`src/rtl/rng_pkg.sv`:
```
// Shared types and defaults for the TRNG burst scheduler.
// STATE readback uses the rng_state_e encoding directly.
package rng_pkg;

  localparam int RNG_CNT_W   = 32;
  localparam int RNG_BURST_W = 16;

  typedef enum logic [2:0] {
    ST_IDLE   = 3'd0,
    ST_WARMUP = 3'd1,
    ST_CLEAR  = 3'd2,
    ST_ARM    = 3'd3,
    ST_STREAM = 3'd4,
    ST_GAP    = 3'd5,
    ST_FAIL   = 3'd6
  } rng_state_e;

endpackage

```
`src/rtl/rng_cyc_timer.sv`:
```
// Loadable down-counter with a zero flag.
// The warm-up and inter-burst gap intervals share this one instance.
module rng_cyc_timer #(
  parameter int W = 32
) (
  input  logic         clk_i,
  input  logic         rst_ni,
  input  logic         load_i,
  input  logic [W-1:0] val_i,
  input  logic         en_i,
  output logic         zero_o
);

  logic [W-1:0] cnt_q, cnt_d;

  // Load wins over decrement; the counter rests at zero.
  always_comb begin
    if (load_i) begin
      cnt_d = val_i;
    end else if (en_i && (cnt_q != {W{1'b0}})) begin
      cnt_d = cnt_q - {{(W-1){1'b0}}, 1'b1};
    end else begin
      cnt_d = cnt_q;
    end
  end

  // Counter register.
  always_ff @(posedge clk_i or negedge rst_ni) begin
    if (!rst_ni) begin
      cnt_q <= {W{1'b0}};
    end else begin
      cnt_q <= cnt_d;
    end
  end

  assign zero_o = (cnt_q == {W{1'b0}});

endmodule

```
`src/rtl/rng_burst_sched.sv`:
```
// Burst scheduler driving the RNG controller GO/STOP/SEND_BYTES handshake:
// optional warm-up, then bursts separated by gaps, aborting on overflow or ABORT.
module rng_burst_sched
  import rng_pkg::*;
#(
  parameter int CNT_W   = RNG_CNT_W,
  parameter int BURST_W = RNG_BURST_W
) (
  input  logic               CLK,
  input  logic               RST_X,
  input  logic               START,
  input  logic               ABORT,
  input  logic [CNT_W-1:0]   WARMUP_CYC,
  input  logic [CNT_W-1:0]   BURST_BYTES,
  input  logic [BURST_W-1:0] NUM_BURSTS,
  input  logic [CNT_W-1:0]   GAP_CYC,
  output logic               GO,
  output logic               STOP,
  output logic [CNT_W-1:0]   SEND_BYTES,
  input  logic               RUN,
  input  logic               OVER,
  output logic               BUSY,
  output logic               DONE,
  output logic               ERR,
  output logic [BURST_W-1:0] BURST_CNT,
  output logic [CNT_W-1:0]   TOTAL_BYTES,
  output logic [2:0]         STATE
);

  localparam logic [CNT_W-1:0]   CNT_ZERO   = {CNT_W{1'b0}};
  localparam logic [CNT_W-1:0]   CNT_ONE    = {{(CNT_W-1){1'b0}}, 1'b1};
  localparam logic [BURST_W-1:0] BURST_ZERO = {BURST_W{1'b0}};
  localparam logic [BURST_W-1:0] BURST_ONE  = {{(BURST_W-1){1'b0}}, 1'b1};
  localparam logic [BURST_W-1:0] BURST_MAX  = {BURST_W{1'b1}};

  rng_state_e         state_q, state_d;
  logic [CNT_W-1:0]   bytes_q, bytes_d, gap_q, gap_d, tot_q, tot_d;
  logic [BURST_W-1:0] num_q, num_d, bcnt_q, bcnt_d, bcnt_inc;
  logic               done_q, done_d, err_q, err_d, abort_q, abort_d;
  logic               tmr_load, tmr_en, tmr_zero;
  logic [CNT_W-1:0]   tmr_val;
  logic               cfg_bad;

  assign cfg_bad  = (BURST_BYTES == CNT_ZERO) || (BURST_BYTES[1:0] != 2'b00);
  assign bcnt_inc = (bcnt_q == BURST_MAX) ? bcnt_q : bcnt_q + BURST_ONE;

  rng_cyc_timer #(.W(CNT_W)) u_timer (
    .clk_i  (CLK),
    .rst_ni (RST_X),
    .load_i (tmr_load),
    .val_i  (tmr_val),
    .en_i   (tmr_en),
    .zero_o (tmr_zero)
  );

  // Sequencer next-state; interval timers are loaded with N-1 so each interval lasts N cycles.
  always_comb begin
    state_d  = state_q;
    bytes_d  = bytes_q;
    gap_d    = gap_q;
    num_d    = num_q;
    tot_d    = tot_q;
    bcnt_d   = bcnt_q;
    done_d   = done_q;
    err_d    = err_q;
    abort_d  = abort_q;
    tmr_load = 1'b0;
    tmr_val  = CNT_ZERO;
    tmr_en   = 1'b0;
    case (state_q)
      ST_IDLE: begin
        if (START) begin
          if (cfg_bad) begin
            err_d = 1'b1;
          end else begin
            bytes_d = BURST_BYTES;
            gap_d   = GAP_CYC;
            num_d   = NUM_BURSTS;
            tot_d   = CNT_ZERO;
            bcnt_d  = BURST_ZERO;
            done_d  = 1'b0;
            err_d   = 1'b0;
            abort_d = 1'b0;
            if (WARMUP_CYC == CNT_ZERO) begin
              state_d = ST_CLEAR;
            end else begin
              state_d  = ST_WARMUP;
              tmr_load = 1'b1;
              tmr_val  = WARMUP_CYC - CNT_ONE;
            end
          end
        end else begin
          state_d = ST_IDLE;
        end
      end
      ST_WARMUP, ST_GAP: begin
        if (tmr_zero) begin
          state_d = ST_CLEAR;
        end else begin
          tmr_en = 1'b1;
        end
      end
      ST_CLEAR: state_d = ST_ARM;
      ST_ARM:   state_d = ST_STREAM;
      ST_STREAM: begin
        if (OVER) begin
          state_d = ST_FAIL;
        end else if (!RUN) begin
          bcnt_d = bcnt_inc;
          tot_d  = tot_q + bytes_q;
          if ((num_q != BURST_ZERO) && (bcnt_inc == num_q)) begin
            done_d  = 1'b1;
            state_d = ST_IDLE;
          end else if (gap_q == CNT_ZERO) begin
            state_d = ST_CLEAR;
          end else begin
            state_d  = ST_GAP;
            tmr_load = 1'b1;
            tmr_val  = gap_q - CNT_ONE;
          end
        end else begin
          state_d = ST_STREAM;
        end
      end
      ST_FAIL: begin
        err_d   = err_q | ~abort_q;
        abort_d = 1'b0;
        state_d = ST_IDLE;
      end
      default: state_d = ST_IDLE;
    endcase

    // ABORT overrides everything decided above, leaving counters and flags untouched.
    if (ABORT && (state_q != ST_IDLE)) begin
      bcnt_d = bcnt_q;
      tot_d  = tot_q;
      done_d = done_q;
      err_d  = err_q;
      if (state_q == ST_FAIL) begin
        abort_d = 1'b0;
        state_d = ST_IDLE;
      end else begin
        abort_d = 1'b1;
        state_d = ST_FAIL;
      end
    end else begin
      abort_d = abort_d;
    end
  end

  // Sequencer state and status registers.
  always_ff @(posedge CLK or negedge RST_X) begin
    if (!RST_X) begin
      state_q <= ST_IDLE;
      bytes_q <= CNT_ZERO;
      gap_q   <= CNT_ZERO;
      num_q   <= BURST_ZERO;
      tot_q   <= CNT_ZERO;
      bcnt_q  <= BURST_ZERO;
      done_q  <= 1'b0;
      err_q   <= 1'b0;
      abort_q <= 1'b0;
    end else begin
      state_q <= state_d;
      bytes_q <= bytes_d;
      gap_q   <= gap_d;
      num_q   <= num_d;
      tot_q   <= tot_d;
      bcnt_q  <= bcnt_d;
      done_q  <= done_d;
      err_q   <= err_d;
      abort_q <= abort_d;
    end
  end

  assign GO          = (state_q == ST_ARM);
  assign STOP        = (state_q == ST_CLEAR) || (state_q == ST_FAIL);
  assign SEND_BYTES  = (state_q == ST_ARM) ? bytes_q : CNT_ZERO;
  assign BUSY        = (state_q != ST_IDLE);
  assign DONE        = done_q;
  assign ERR         = err_q;
  assign BURST_CNT   = bcnt_q;
  assign TOTAL_BYTES = tot_q;
  assign STATE       = state_q;

endmodule
```
`config.mk`:
```
export PLATFORM = sky130hd
export DESIGN_NAME = rng_burst_sched
export DESIGN_NICKNAME = d
export VERILOG_FILES = /design/src/rtl/rng_pkg.sv /design/src/rtl/rng_cyc_timer.sv /design/src/rtl/rng_burst_sched.sv
export SDC_FILE = /design/constraint.sdc
export NUM_CORES = 1
export LEC_CHECK = 0
export ABC_AREA = 0
export ABC_CLOCK_PERIOD_IN_PS = 5380
export BUFFER_PORTS_ARGS = -buffer_cell sky130_fd_sc_hd__buf_4
export CORE_MARGIN = 5
export CORE_UTILIZATION = 55
export CTS_BUF_LIST = sky130_fd_sc_hd__clkbuf_16
export CTS_CLUSTER_DIAMETER = 30
export DETAILED_ROUTE_END_ITERATION = 8
export GPL_TIMING_DRIVEN = 0
export PLACE_DENSITY_LB_ADDON = 0.15
export SLEW_MARGIN = 30
export SYNTH_ARGS = -nofsm -noshare
export SYNTH_HDL_FRONTEND = slang
export SYNTH_SLANG_ARGS = --single-unit
```
`constraint.sdc`:
```
create_clock -name CLK -period 5.38 [get_ports CLK]
set_clock_uncertainty 0.05 [all_clocks]
set_input_delay 1.076 -clock CLK [delete_from_list [all_inputs] [get_ports CLK]]
set_output_delay 1.076 -clock CLK [all_outputs]
set_load 0.005 [all_outputs]
```
==> results by group, run 1 <==
Die
  • Initial core utilization: 0.5533
  • Die Area: 0.02317 sq mm
  • Die Y: 152.2 um
  • # rows: 52
  • I/O pin count: 206
  • Core area: 0.02010 sq mm
  • Die X: 152.2 um

Yosys
  • Mapped Area: 0.01112 sq mm
  • Gate Count Post-Synth: 1,344
  • Avg Inst Size Synth: 8.277 sq um
  • FFs w/ async S/R, synth: 1.000
  • Register area share after synthesis: 0.3734
  • Yosys warnings: 0
  • Synth top area cells: dfrtp_1 (37%), nand2_1 (11%), xnor2_1 (4.6%)
  • Ys flop type: dfrtp_1
  • Yosys reg bits: 166
  • Number of enable flip-flop cells after synthesis: 0
  • Syn Nets: 1,500
  • Post-synth top area share: 0.3734
  • Library cells used by synthesis: 82
  • Area leader, netlist: dfrtp_1

Worst setup path
  • Crit-path cells: ha_1 > fa_1 > a211oi_1 > nor2_1 > o31a_1 > a211o_1 > a2111oi_1 > nor4_1 > o31ai_1 > nand3_1 > a32o_1
  • Endpoint class of the critical path: flop
  • Arrival time at the worst endpoint: 4.28 ns
  • Crit Path Category: reg -> reg
  • CP max FO: 5
  • Required time worst endpoint: 5.65 ns
  • Slowest CP cell: a2111oi_1
  • Critical path startpoint category: flop
  • CP peak stage delay: 0.76 ns

Route
  • DRC viols: 0
  • DR vias/cell: 5.991
  • DR pass1 iterations: 8
  • Wire per inst: 19.48 um
  • Final WL: 36,080 um
  • Iteration-0 DRC Markers: 871
  • Post-route ant nets: 0
  • Vias: 11,100

Clock tree
  • CTS buffer count: 17
  • # Post-CTS Setup Buffers: 0
  • Root Buffer: clkbuf_16
  • TritonCTS clock tree: built
  • Worst-path clk slew: 0.07 ns
  • Worst skew pair latency: 0.43 ns
  • Max H-tree Level: 4
  • Cts repair resizes: 0
  • # hold bufs at CTS: 0
  • Clock sink count: 166
  • CTS Buffer Depth: 2

Pwr
  • Cell Pwr Density: 480.5 mW/mm^2
  • Tot Pwr: 6.569 mW
  • Leakage Power: 6.474 nW
  • Peak supply drop: 308.8 uV

STA
  • Max-slew violation count: 0
  • Final setup fails: 0
  • FMAX: 249.8 MHz
  • Hold Fails Final Rpt: 0
  • Final Cycle Share: 0.7440
  • Worst-margin pin slew: 0.8398 ns
  • RSZ-0062 raised after global routing: no
  • Clock period minus worst slack: 4.003 ns
  • Worst slew margin: 0.4387
  • Final setup margin: 1.377 ns
  • TNS Setup: 0 ns

Global route
  • Gr ovfl total: 0
  • GR Util All Layers: 0.3031
  • Vias in the first global route: 10,850
  • Antenna violations before repair: 0
  • First-pass GRT wire length: 57,230 um
  • Largest net degree at the start of global routing: 83

Run
  • Max-Cap Viols: 0

Cells and area
  • Final Util: 0.6801
  • Cell area after layout: 0.01367 sq mm
  • Synth-to-Final Area Change: 22.91%
  • Diodes inserted: 0
  • Share of post-route cells with drive strength above 1: 0.1808
  • # nets final: 1,725

Worst hold path
  • Hold WC Path Type: in -> async

Place
  • GPL Wtd Cong: 0.9799
  • IO buf count: 204
  • Post-DP HPWL: 27,590 um
  • Pre-CTS WS: 1.265 ns
  • Post-DP Area: 0.01306 sq mm

Run status
  • Status: finished clean
-- flip-flops by register name, summed over array words and instances, names as in the netlist --
signal and count:
BURST_CNT 16, DONE 1, ERR 1, STATE 3
TOTAL_BYTES 32, abort_q 1, bytes_q 32, gap_q 32
num_q 16, u_timer.cnt_q 32
-- layout make-up --
type,instances,area (sq um)
Timing Repair Buffer,206,1594
Clock inverter,15,190.2
Fill cell,1696,6431
Tap cell,270,337.8
Multi-Input combinational cell,1092,6624
Inverter,26,97.59
Sequential cell,166,4154
Buffer,60,250.2
Clock buffer,17,425.4
-- cell usage in the layout, fill, tap and decap left out, drive strengths merged, types with 10 or more instances in the layout --
cell type,count
a21o,22
a21oi,49
a31oi,12
and2,39
buf,222
clkbuf,61
dfrtp,166
ha,37
inv,33
nand2,321
nand3,35
nand4,15
nor2,82
nor3,31
nor4,34
o21a,10
o21ai,73
o221ai,17
o22ai,12
or3,21
or4,14
xnor2,58
xor2,56
-- worst max-delay path: cells and delay by family, from the launching register on --
kind            cells  cell delay (ns)
fa+ha+maj           2             0.70
compound gates      6             2.31
simple gates        3             0.42
flops               1             0.40
-- Yosys cell counts, drive strengths merged (26+ instances only) --
| master | instances |
|---|---|
| o21ai | 73 |
| ha | 37 |
| a21oi | 49 |
| inv | 26 |
| and2 | 39 |
| dfrtp | 166 |
| xnor2 | 58 |
| clkbuf | 44 |
| xor2 | 56 |
| nor3 | 31 |
| nor4 | 34 |
| nor2 | 82 |
| nand3 | 35 |
| nand2 | 321 |
-- final timing paths --
| check | startpoint | end | slack [ns] | depth (start not counted) |
|---|---|---|---|---|
| setup / recovery | TOTAL_BYTES[0]$_DFFE_PN0P_ | TOTAL_BYTES[30]$_DFFE_PN0P_ | 1.38 | 11 |
| hold / removal | RST_X | BURST_CNT[4]$_DFFE_PN0P_ | 0.44 | 1 |
| setup reg to reg | TOTAL_BYTES[0]$_DFFE_PN0P_ | TOTAL_BYTES[30]$_DFFE_PN0P_ | 1.38 | 11 |
| hold reg to reg | abort_q$_DFFE_PN0P_ | abort_q$_DFFE_PN0P_ | 0.46 | 2 |
| max in group asynchronous | RST_X | bytes_q[18]$_DFFE_PN0P_ | 3.80 | 3 |
| min in group CLK | abort_q$_DFFE_PN0P_ | abort_q$_DFFE_PN0P_ | 0.46 | 2 |
-- metal layers --
layer	share of wire	routed length [um]	GRT usage	vias up
met5	0	0	0	-
met4	0.022	804	0.08348	0
met3	0.078	2810	0.05765	58
met2	0.47	16970	0.4930	455
met1	0.43	15490	0.4174	5343
li1	-	-	-	5239
-- cells by family (layout without fill, tap and decap cells) --
logic type,after synthesis,after routing,share of synthesized area
flip-flops,166,166,0.3734
buffers and inverters,86,324,0.03127
AO/OA/AOI/OAI,288,288,0.1768
multiplexers,9,9,0.008211
AND/OR/NAND/NOR,642,642,0.2762
adder cells (fa/ha/maj),39,39,0.04431
XOR/XNOR,114,114,0.08975
-- stage by stage --
step / cells / hold WS [ns]
after global placement: 1818 / 0.4339
after floorplan: 1344 / 0.4135
final: 1852 / 0.4450
after global routing: 1852 / 0.4543
after CTS: 1852 / 0.4517
after detailed placement: 1820 / 0.4382
-- power breakdown --
group          total (mW)  switching (mW)  internal (mW)
registers            2.33           0.588           1.75
logic                2.93            1.63           1.29
clock network        1.31           0.565          0.745
total                6.57            2.79           3.78
Note: power is estimated with default switching activity, not from simulation.
==> inputs of run 2 (changes only) <==
--- a/config.mk
+++ b/config.mk
@@ -5,11 +5,11 @@
 export SDC_FILE = /design/constraint.sdc
 export NUM_CORES = 1
 export LEC_CHECK = 0
-export ABC_AREA = 0
-export ABC_CLOCK_PERIOD_IN_PS = 5380
+export ABC_AREA = 1
+export ABC_CLOCK_PERIOD_IN_PS = 3650
 export BUFFER_PORTS_ARGS = -buffer_cell sky130_fd_sc_hd__buf_4
 export CORE_MARGIN = 5
-export CORE_UTILIZATION = 55
+export CORE_UTILIZATION = 52
 export CTS_BUF_LIST = sky130_fd_sc_hd__clkbuf_16
 export CTS_CLUSTER_DIAMETER = 30
 export DETAILED_ROUTE_END_ITERATION = 8
==> constraint.sdc (replaced) <==
create_clock -name CLK -period 3.65 [get_ports CLK]
set_clock_uncertainty 0.05 [all_clocks]
set_input_delay 0.73 -clock CLK [delete_from_list [all_inputs] [get_ports CLK]]
set_output_delay 0.73 -clock CLK [all_outputs]
set_load 0.005 [all_outputs]
==> run 2 against run 1 <==
- die area rose by 12%
- critical path depth is 6 higher
- cell count rose by 22%
- via count is 10% higher
- register-to-register slack got worse by 1.2 ns
- highest routed layer is now met5
==> results by group, run 2 <==
Run status
  • Status: finished clean

Worst setup path
  • Critical path startpoint category: flop
  • Slowest CP cell: dfrtp_1
  • CP max FO: 10 (+5)
  • Endpoint class of the critical path: flop
  • Arrival time at the worst endpoint: 3.71 ns (-0.57 ns)
  • Crit Path Category: reg -> reg
  • Cell mode on critical path: nand2_1
  • Crit-path cells: ha_1 > nand3_1 > nor2_2 > nand3_1 > xor2_1 > nand2_1 > nand2_1 > nand2_1 > nand3_1 > nor2_2 > nand2_1 > nand3_2 > nand2_4 > buf_2 > nand3_1 > nand2_1 > inv_1
  • CP peak stage delay: 0.48 ns (-0.28 ns)
  • Required time worst endpoint: 3.92 ns (-1.73 ns)

Global route
  • GR Util All Layers: 0.2925 (-0.01061)
  • Largest net degree at the start of global routing: 79 (-4.8%)
  • First-pass GRT wire length: 61,200 um (+6.9%)
  • Vias in the first global route: 11,930 (+10%)
  • Antenna violations before repair: 2 (+2)
  • Gr ovfl total: 0 (unchanged)

Die
  • Die Area: 0.02590 sq mm (+12%)
  • Initial core utilization: 0.5264 (-0.02695)
  • Core area: 0.02250 sq mm (+12%)
  • Die Y: 160.9 um (+5.7%)
  • Die X: 160.9 um (+5.7%)
  • # rows: 55 (+5.8%)
  • I/O pin count: 206 (unchanged)

STA
  • Worst-margin pin slew: 0.6569 ns (-0.1829 ns)
  • Hold Fails Final Rpt: 0 (unchanged)
  • Worst slew margin: 0.5621 (+0.1234)
  • Max-slew violation count: 0 (unchanged)
  • TNS Setup: 0 ns (unchanged)
  • Final Cycle Share: 0.9420 (+0.1980)
  • FMAX: 290.8 MHz (+16%)
  • Clock period minus worst slack: 3.438 ns (-0.5643 ns)
  • Final setup fails: 0 (unchanged)

Clock tree
  • CTS Buffer Depth: 2 (unchanged)
  • Root Buffer: clkbuf_16
  • Worst skew pair latency: 0.44 ns (about the same)
  • TritonCTS clock tree: built
  • Clock sink count: 166 (unchanged)
  • Worst-path clk slew: 0.07 ns (about the same)
  • Max H-tree Level: 4 (unchanged)
  • # Post-CTS Setup Buffers: 0 (unchanged)
  • CTS buffer count: 17 (unchanged)

Run
  • Max-Cap Viols: 0 (unchanged)

Route
  • Wire per inst: 16.88 um (-13%)
  • DR vias/cell: 5.414 (-9.6%)
  • Vias: 12,210 (+10%)
  • DR pass1 iterations: 6 (-2)
  • Final WL: 38,090 um (+5.6%)
  • Iteration-0 DRC Markers: 1,056 (+21%)
  • Post-route ant nets: 0 (unchanged)
  • DRC viols: 0 (unchanged)

Place
  • IO buf count: 205 (+0.49%)
  • Post-DP HPWL: 30,510 um (+11%)
  • Post-DP Area: 0.01380 sq mm (+5.7%)
  • GPL Wtd Cong: 1.058 (+8.0%)

Yosys
  • Most instantiated cells after synthesis: nand2_1 (450), nor2_1 (246), inv_1 (189), dfrtp_1 (166), o21ai_0 (137)
  • Library cells used by synthesis: 48 (-41%)
  • Yosys reg bits: 166 (unchanged)
  • Gate Count Post-Synth: 1,733 (+29%)
  • Post-synth top area share: 0.3507 (-0.02272)
  • Area leader, netlist: dfrtp_1
  • Ys flop type: dfrtp_1
  • Syn Nets: 1,889 (+26%)
  • Number of enable flip-flop cells after synthesis: 0 (unchanged)
  • Top-count cell post-synth: nand2_1
  • Yosys warnings: 0 (unchanged)
  • FFs w/ async S/R, synth: 1.000 (unchanged)
  • Synth top area cells: dfrtp_1 (35%), nand2_1 (14%), nor2_1 (7.8%)
  • Mapped Area: 0.01185 sq mm (+6.5%)
  • Avg Inst Size Synth: 6.835 sq um (-17%)
  • Register area share after synthesis: 0.3507 (-0.02272)

Cells and area
  • Leading cell types in the layout, fill and taps excluded: nand2_1 (450), nor2_1 (245), buf_4 (207)
  • Final Util: 0.6404 (-0.03969)
  • Cell area after layout: 0.01441 sq mm (+5.4%)
  • Synth-to-Final Area Change: 21.66%
  • Commonest non-fill, non-tap cell in the layout: nand2_1
  • # nets final: 2,115 (+23%)
  • Share of post-route cells with drive strength above 1: 0.1547 (-0.02604)
  • Diodes inserted: 0 (unchanged)

Pwr
  • Cell Pwr Density: 705.7 mW/mm^2 (+47%)
  • Leakage Power: 7.222 nW (+12%)
  • Peak supply drop: 385.8 uV (+25%)

Worst hold path
  • Hold WC Path Type: in -> async
[run 2: changes by cell type in the layout (fill, tap and decap cells not counted), sizes merged, moves of 20 or more]
cell | previous run | this run
and2 | 39 | 0
nand4 | 15 | 48
inv | 33 | 200
xnor2 | 58 | 25
nor2 | 82 | 266
o21ai | 73 | 141
or3 | 21 | 0
clkbuf | 61 | 41
nand3 | 35 | 105
nand2 | 321 | 456
[run 2: layer usage]
metal / global-route usage / wire, um
met5: 0 / 34
met4: 0.1074 / 1228
met3: 0.06851 / 3011
met2: 0.4469 / 16570
met1: 0.4067 / 17250
[run 2: path summary, 6_finish.rpt]
| kind | end | slack [ns] | from | cells past startpoint |
|---|---|---|---|---|
| max | u_timer.cnt_q[29]$_DFFE_PN0P_ | 0.21 | BURST_CNT[0]$_DFFE_PN0P_ | 17 |
| min | BURST_CNT[0]$_DFFE_PN0P_ | 0.12 | RST_X | 1 |
| max reg2reg | u_timer.cnt_q[29]$_DFFE_PN0P_ | 0.21 | BURST_CNT[0]$_DFFE_PN0P_ | 17 |
| min reg2reg | DONE$_DFFE_PN0P_ | 0.45 | DONE$_DFFE_PN0P_ | 2 |
| max in group asynchronous | gap_q[3]$_DFFE_PN0P_ | 2.45 | RST_X | 3 |
| min in group CLK | gap_q[17]$_DFFE_PN0P_ | 0.44 | GAP_CYC[17] | 3 |
[run 2: what timing repair did]
item | 4_1_cts | 5_1_grt
hold buffers | 0 | 0
gates resized for setup | 0 | 2
endpoints found under the setup margin | 0 | 15
[run 2: cells by family (layout without fill, tap and decap cells)]
kind of cell,after synthesis,in the layout,share of synthesized area
buf+inv,241,479,0.08081
xor+xnor,89,89,0.06644
simple gates,945,945,0.3437
fa+ha+maj,38,38,0.04077
flops,166,166,0.3507
compound gates,254,254,0.1176
[run 2: through the flow]
step	setup slack, ns	power, mW	hold WS [ns]	cells
2_1_floorplan	1.027	6.536	0.3844	1733
3_3_place_gp	-0.3125	8.081	0.4221	2223
3_5_place_dp	-0.3265	8.209	0.4325	2225
4_1_cts	0.1114	10.14	0.1324	2256
5_1_grt	-0.02097	11.04	0.1421	2256
6_report	0.2118	10.17	0.1242	2256
[run 2: critical path, delay by kind of cell (launching register included)]
| kind | cells | cell delay, ns |
|---|---|---|
| XOR/XNOR | 1 | 0.27 |
| flip-flops | 1 | 0.48 |
| adder cells (fa/ha/maj) | 1 | 0.31 |
| buffers and inverters | 2 | 0.31 |
| AND/OR/NAND/NOR | 13 | 1.89 |
[run 2: area by class of cell]
class	count	area, sq um
Clock inverter	14	173.9
Tap cell	285	356.6
Inverter	196	735.7
Buffer	45	221.5
Fill cell	2104	8092
Timing Repair Buffer	207	1602
Clock buffer	17	425.4
Multi-Input combinational cell	1326	6743
Sequential cell	166	4154
[run 2: power by group]
| group | leakage, nW | internal [mW] | total [mW] | switching (mW) |
|---|---|---|---|---|
| clock | 0.286 | 1.08 | 1.90 | 0.821 |
| sequential | 2.10 | 2.60 | 3.39 | 0.785 |
| combinational | 4.83 | 1.83 | 4.88 | 3.05 |
==> inputs of run 3 (changes only) <==
--- a/config.mk
+++ b/config.mk
@@ -6,10 +6,10 @@
 export NUM_CORES = 1
 export LEC_CHECK = 0
 export ABC_AREA = 1
-export ABC_CLOCK_PERIOD_IN_PS = 3650
+export ABC_CLOCK_PERIOD_IN_PS = 3200
 export BUFFER_PORTS_ARGS = -buffer_cell sky130_fd_sc_hd__buf_4
 export CORE_MARGIN = 5
-export CORE_UTILIZATION = 52
+export CORE_UTILIZATION = 58
 export CTS_BUF_LIST = sky130_fd_sc_hd__clkbuf_16
 export CTS_CLUSTER_DIAMETER = 30
 export DETAILED_ROUTE_END_ITERATION = 8
@@ -19,3 +19,4 @@
 export SYNTH_ARGS = -nofsm -noshare
 export SYNTH_HDL_FRONTEND = slang
 export SYNTH_SLANG_ARGS = --single-unit
+export TNS_END_PERCENT = 30
==> constraint.sdc (replaced) <==
create_clock -name CLK -period 3.2 [get_ports CLK]
set_clock_uncertainty 0.05 [all_clocks]
set_input_delay 0.64 -clock CLK [delete_from_list [all_inputs] [get_ports CLK]]
set_output_delay 0.64 -clock CLK [all_outputs]
set_load 0.005 [all_outputs]
==> run 3 against run 2 <==
- sequential share of layout area fell by 0.18 points
- highest routed layer is now met4
- combinational power rose by 16%
- largest cell class unchanged
- routed wire length rose by 0.13%
- design area rose by 0.70%
- clock power rose by 16%
- die area fell by 9.7%
- critical path type is now reg -> out
- worst setup slack got worse by 0.090 ns
- critical endpoint is now SEND_BYTES[28]
==> results by group, run 3 (synthesis gave the netlist of run 2 again) <==
Run status
  • Status: finished clean

Global route
  • Gr ovfl total: 0 (unchanged)
  • GR Util All Layers: 0.3233 (+0.03077)
  • Largest net degree at the start of global routing: 75 (-5.1%)
  • First-pass GRT wire length: 61,440 um (+0.38%)
  • Vias in the first global route: 12,060 (+1.1%)
  • Antenna violations before repair: 0 (-2)

STA
  • Hold Fails Final Rpt: 0 (unchanged)
  • Min Hold Slack: 0.02769 ns (-0.09651 ns)
  • Max-slew violation count: 0 (unchanged)
  • Worst slew margin: 0.5464 (-0.01564)
  • Final setup margin: 0.1217 ns (-0.09001 ns)
  • TNS Setup: 0 ns (unchanged)
  • Worst-margin pin slew: 0.6804 ns (+0.02345 ns)
  • Final Cycle Share: 0.9620
  • FMAX: 324.9 MHz
  • Clock period minus worst slack: 3.078 ns
  • Final setup fails: 0 (unchanged)

Worst setup path
  • FF-to-FF setup slack: 0.21 ns (about the same)
  • CP max FO: 10 (unchanged)
  • Crit Path Category: reg -> out
  • Crit-path cells: inv_1 > nor3_1 > inv_1 > clkbuf_1 > nor2_1 > buf_4
  • Arrival time at the worst endpoint: 2.39 ns (-1.32 ns)
  • CP peak stage delay: 0.49 ns (about the same)
  • Worst R2R Path Depth: 18 (+1)
  • Slowest CP cell: dfrtp_1
  • Required time worst endpoint: 2.51 ns (-1.41 ns)
  • Cell mode on critical path: inv_1
  • Critical path startpoint category: flop
  • Endpoint class of the critical path: output port

Pwr
  • Peak supply drop: 435.1 uV (+13%)
  • Clock Power Share: 0.187 (about the same)
  • Combinational power share: 0.481 (about the same)
  • Tot Pwr: 11.72 mW (+15%)
  • Switching Share: 0.4644 (+0.006871)
  • Net Switching: 5.443 mW (+17%)
  • Leakage Power: 7.248 nW (+0.36%)
  • Register share of total power: 0.331 (-0.002)
  • Cell Pwr Density: 807.5 mW/mm^2 (+14%)
  • Internal: 6.276 mW (+14%)

Clock tree
  • CTS Buffer Depth: 2 (unchanged)
  • # hold bufs at CTS: 0 (unchanged)
  • Root Buffer: clkbuf_16
  • Max H-tree Level: 4 (unchanged)
  • Worst skew pair latency: 0.44 ns (about the same)
  • Clock sink count: 166 (unchanged)
  • Worst-path clk slew: 0.07 ns (about the same)
  • TritonCTS clock tree: built
  • CTS buffer count: 17 (unchanged)

Cells and area
  • Diodes inserted: 0 (unchanged)
  • # nets final: 2,119 (+0.19%)
  • Final Util: 0.7195 (+0.07912)
  • Synth-to-Final Area Change: 22.52%
  • Leading cell types in the layout, fill and taps excluded: nand2_1 (450), nor2_1 (244), buf_4 (211)
  • Register area: 0.004156 sq mm (about the same)
  • Commonest non-fill, non-tap cell in the layout: nand2_1
  • Area of the multi-input gates: 0.006812 sq mm (+1.0%)
  • Share of post-route cells with drive strength above 1: 0.1624 (+0.007706)
  • Fillcell total: 1,703 (-19%)

Place
  • Pre-CTS WS: -0.6114 ns (-0.2849 ns)
  • Post-DP HPWL: 30,270 um (-0.79%)
  • GPL Wtd Cong: 1.026 (-3.1%)
  • IO buf count: 205 (unchanged)

Die
  • Core area: 0.02017 sq mm (-10%)
  • Die X: 152.9 um (-5.0%)
  • Die Area: 0.02338 sq mm (-9.7%)
  • I/O pin count: 206 (unchanged)
  • # rows: 52 (-5.5%)
  • Die Y: 152.9 um (-5.0%)
  • Initial core utilization: 0.5873 (+0.06090)

Route
  • Post-route ant nets: 0 (unchanged)
  • DR vias/cell: 5.595 (+3.3%)
  • Vias: 12,570 (+2.9%)
  • Wire per inst: 16.98 um (+0.58%)
  • Final WL: 38,140 um (+0.13%)
  • DRC viols: 0 (unchanged)
  • DR pass1 iterations: 5 (-1)
  • Iteration-0 DRC Markers: 1,116 (+5.7%)

Worst hold path
  • Hold WC Path Type: in -> async

Run
  • Max-Cap Viols: 0 (unchanged)
==> run 3: changes by cell type in the layout (fill, tap and decap cells not counted), moves of 2 or more <==
cell        change
clkinv_4        -2
dfrtp_1         -2
nor2_4          +4
dfrtp_2         +2
clkinv_1        -3
nor2_2          -3
inv_8           +6
clkinvlp_4      +2
buf_4           +4
nand3_1         -2
==> run 3: final timing paths <==
path                                              startpoint                       endpoint
worst max-delay path                    STATE[1]$_DFFE_PN0P_                 SEND_BYTES[28]
worst min-delay path                                   RST_X           num_q[2]$_DFFE_PN0P_
worst max register to register      BURST_CNT[4]$_DFFE_PN0P_  u_timer.cnt_q[10]$_DFFE_PN0P_
worst min register to register  u_timer.cnt_q[3]$_DFFE_PN0P_   u_timer.cnt_q[3]$_DFFE_PN0P_
max in group asynchronous                              RST_X          gap_q[22]$_DFFE_PN0P_
min in group CLK                                 GAP_CYC[16]          gap_q[16]$_DFFE_PN0P_
==> run 3: per-layer routing <==
layer	wire [um]	share of wire	up-vias	GRT usage
met5	0	0	-	0
met4	1188	0.031	0	0.1116
met3	3582	0.094	81	0.06163
met2	17000	0.45	575	0.5022
met1	16360	0.43	5794	0.4559
li1	-	-	6116	-
==> run 3: power by group through the flow <==
| stage | combinational (mW) | clock (mW) | sequential, mW |
|---|---|---|---|
| after floorplan | 3.83 | 0 | 3.63 |
| after global placement | 5.31 | 0 | 3.85 |
| after detailed placement | 5.48 | 0 | 3.86 |
| after CTS | 5.53 | 2.20 | 3.84 |
| after global routing | 6.40 | 2.31 | 3.99 |
| final | 5.64 | 2.20 | 3.88 |
==> run 3: critical path: cells and delay by family, from the launching register on <==
kind	cells	cell delay [ns]
and+or+nand+nor	2	0.62
DFF	1	0.49
buffers and inverters	4	0.85
==> run 3: per-stage QoR <==
step                      instances  area [sq um]
final                          2246         14510
after global routing           2246         14510
after CTS                      2242         14410
after detailed placement       2210         13780
after global placement         2208         13720
after floorplan                1733         11850
==> run 3: layout make-up <==
cell class / instances / area share
multi-input combinational: 1326 / 0.4693
inverter: 196 / 0.05095
timing repair buffer: 211 / 0.1124
tap: 270 / 0.02328
clock buffer: 17 / 0.02931
sequential: 166 / 0.2864
buffer: 45 / 0.01552
clock inverter: 15 / 0.01276
==> run 3: what timing repair did <==
item / 4_1_cts / 5_1_grt
setup endpoints to repair: 50 / 101
buffers inserted: 0 / 4
gates cloned: 0 / 0
hold endpoints to repair: 0 / 0
pin swaps: 0 / 2
gates resized for setup: 5 / 16
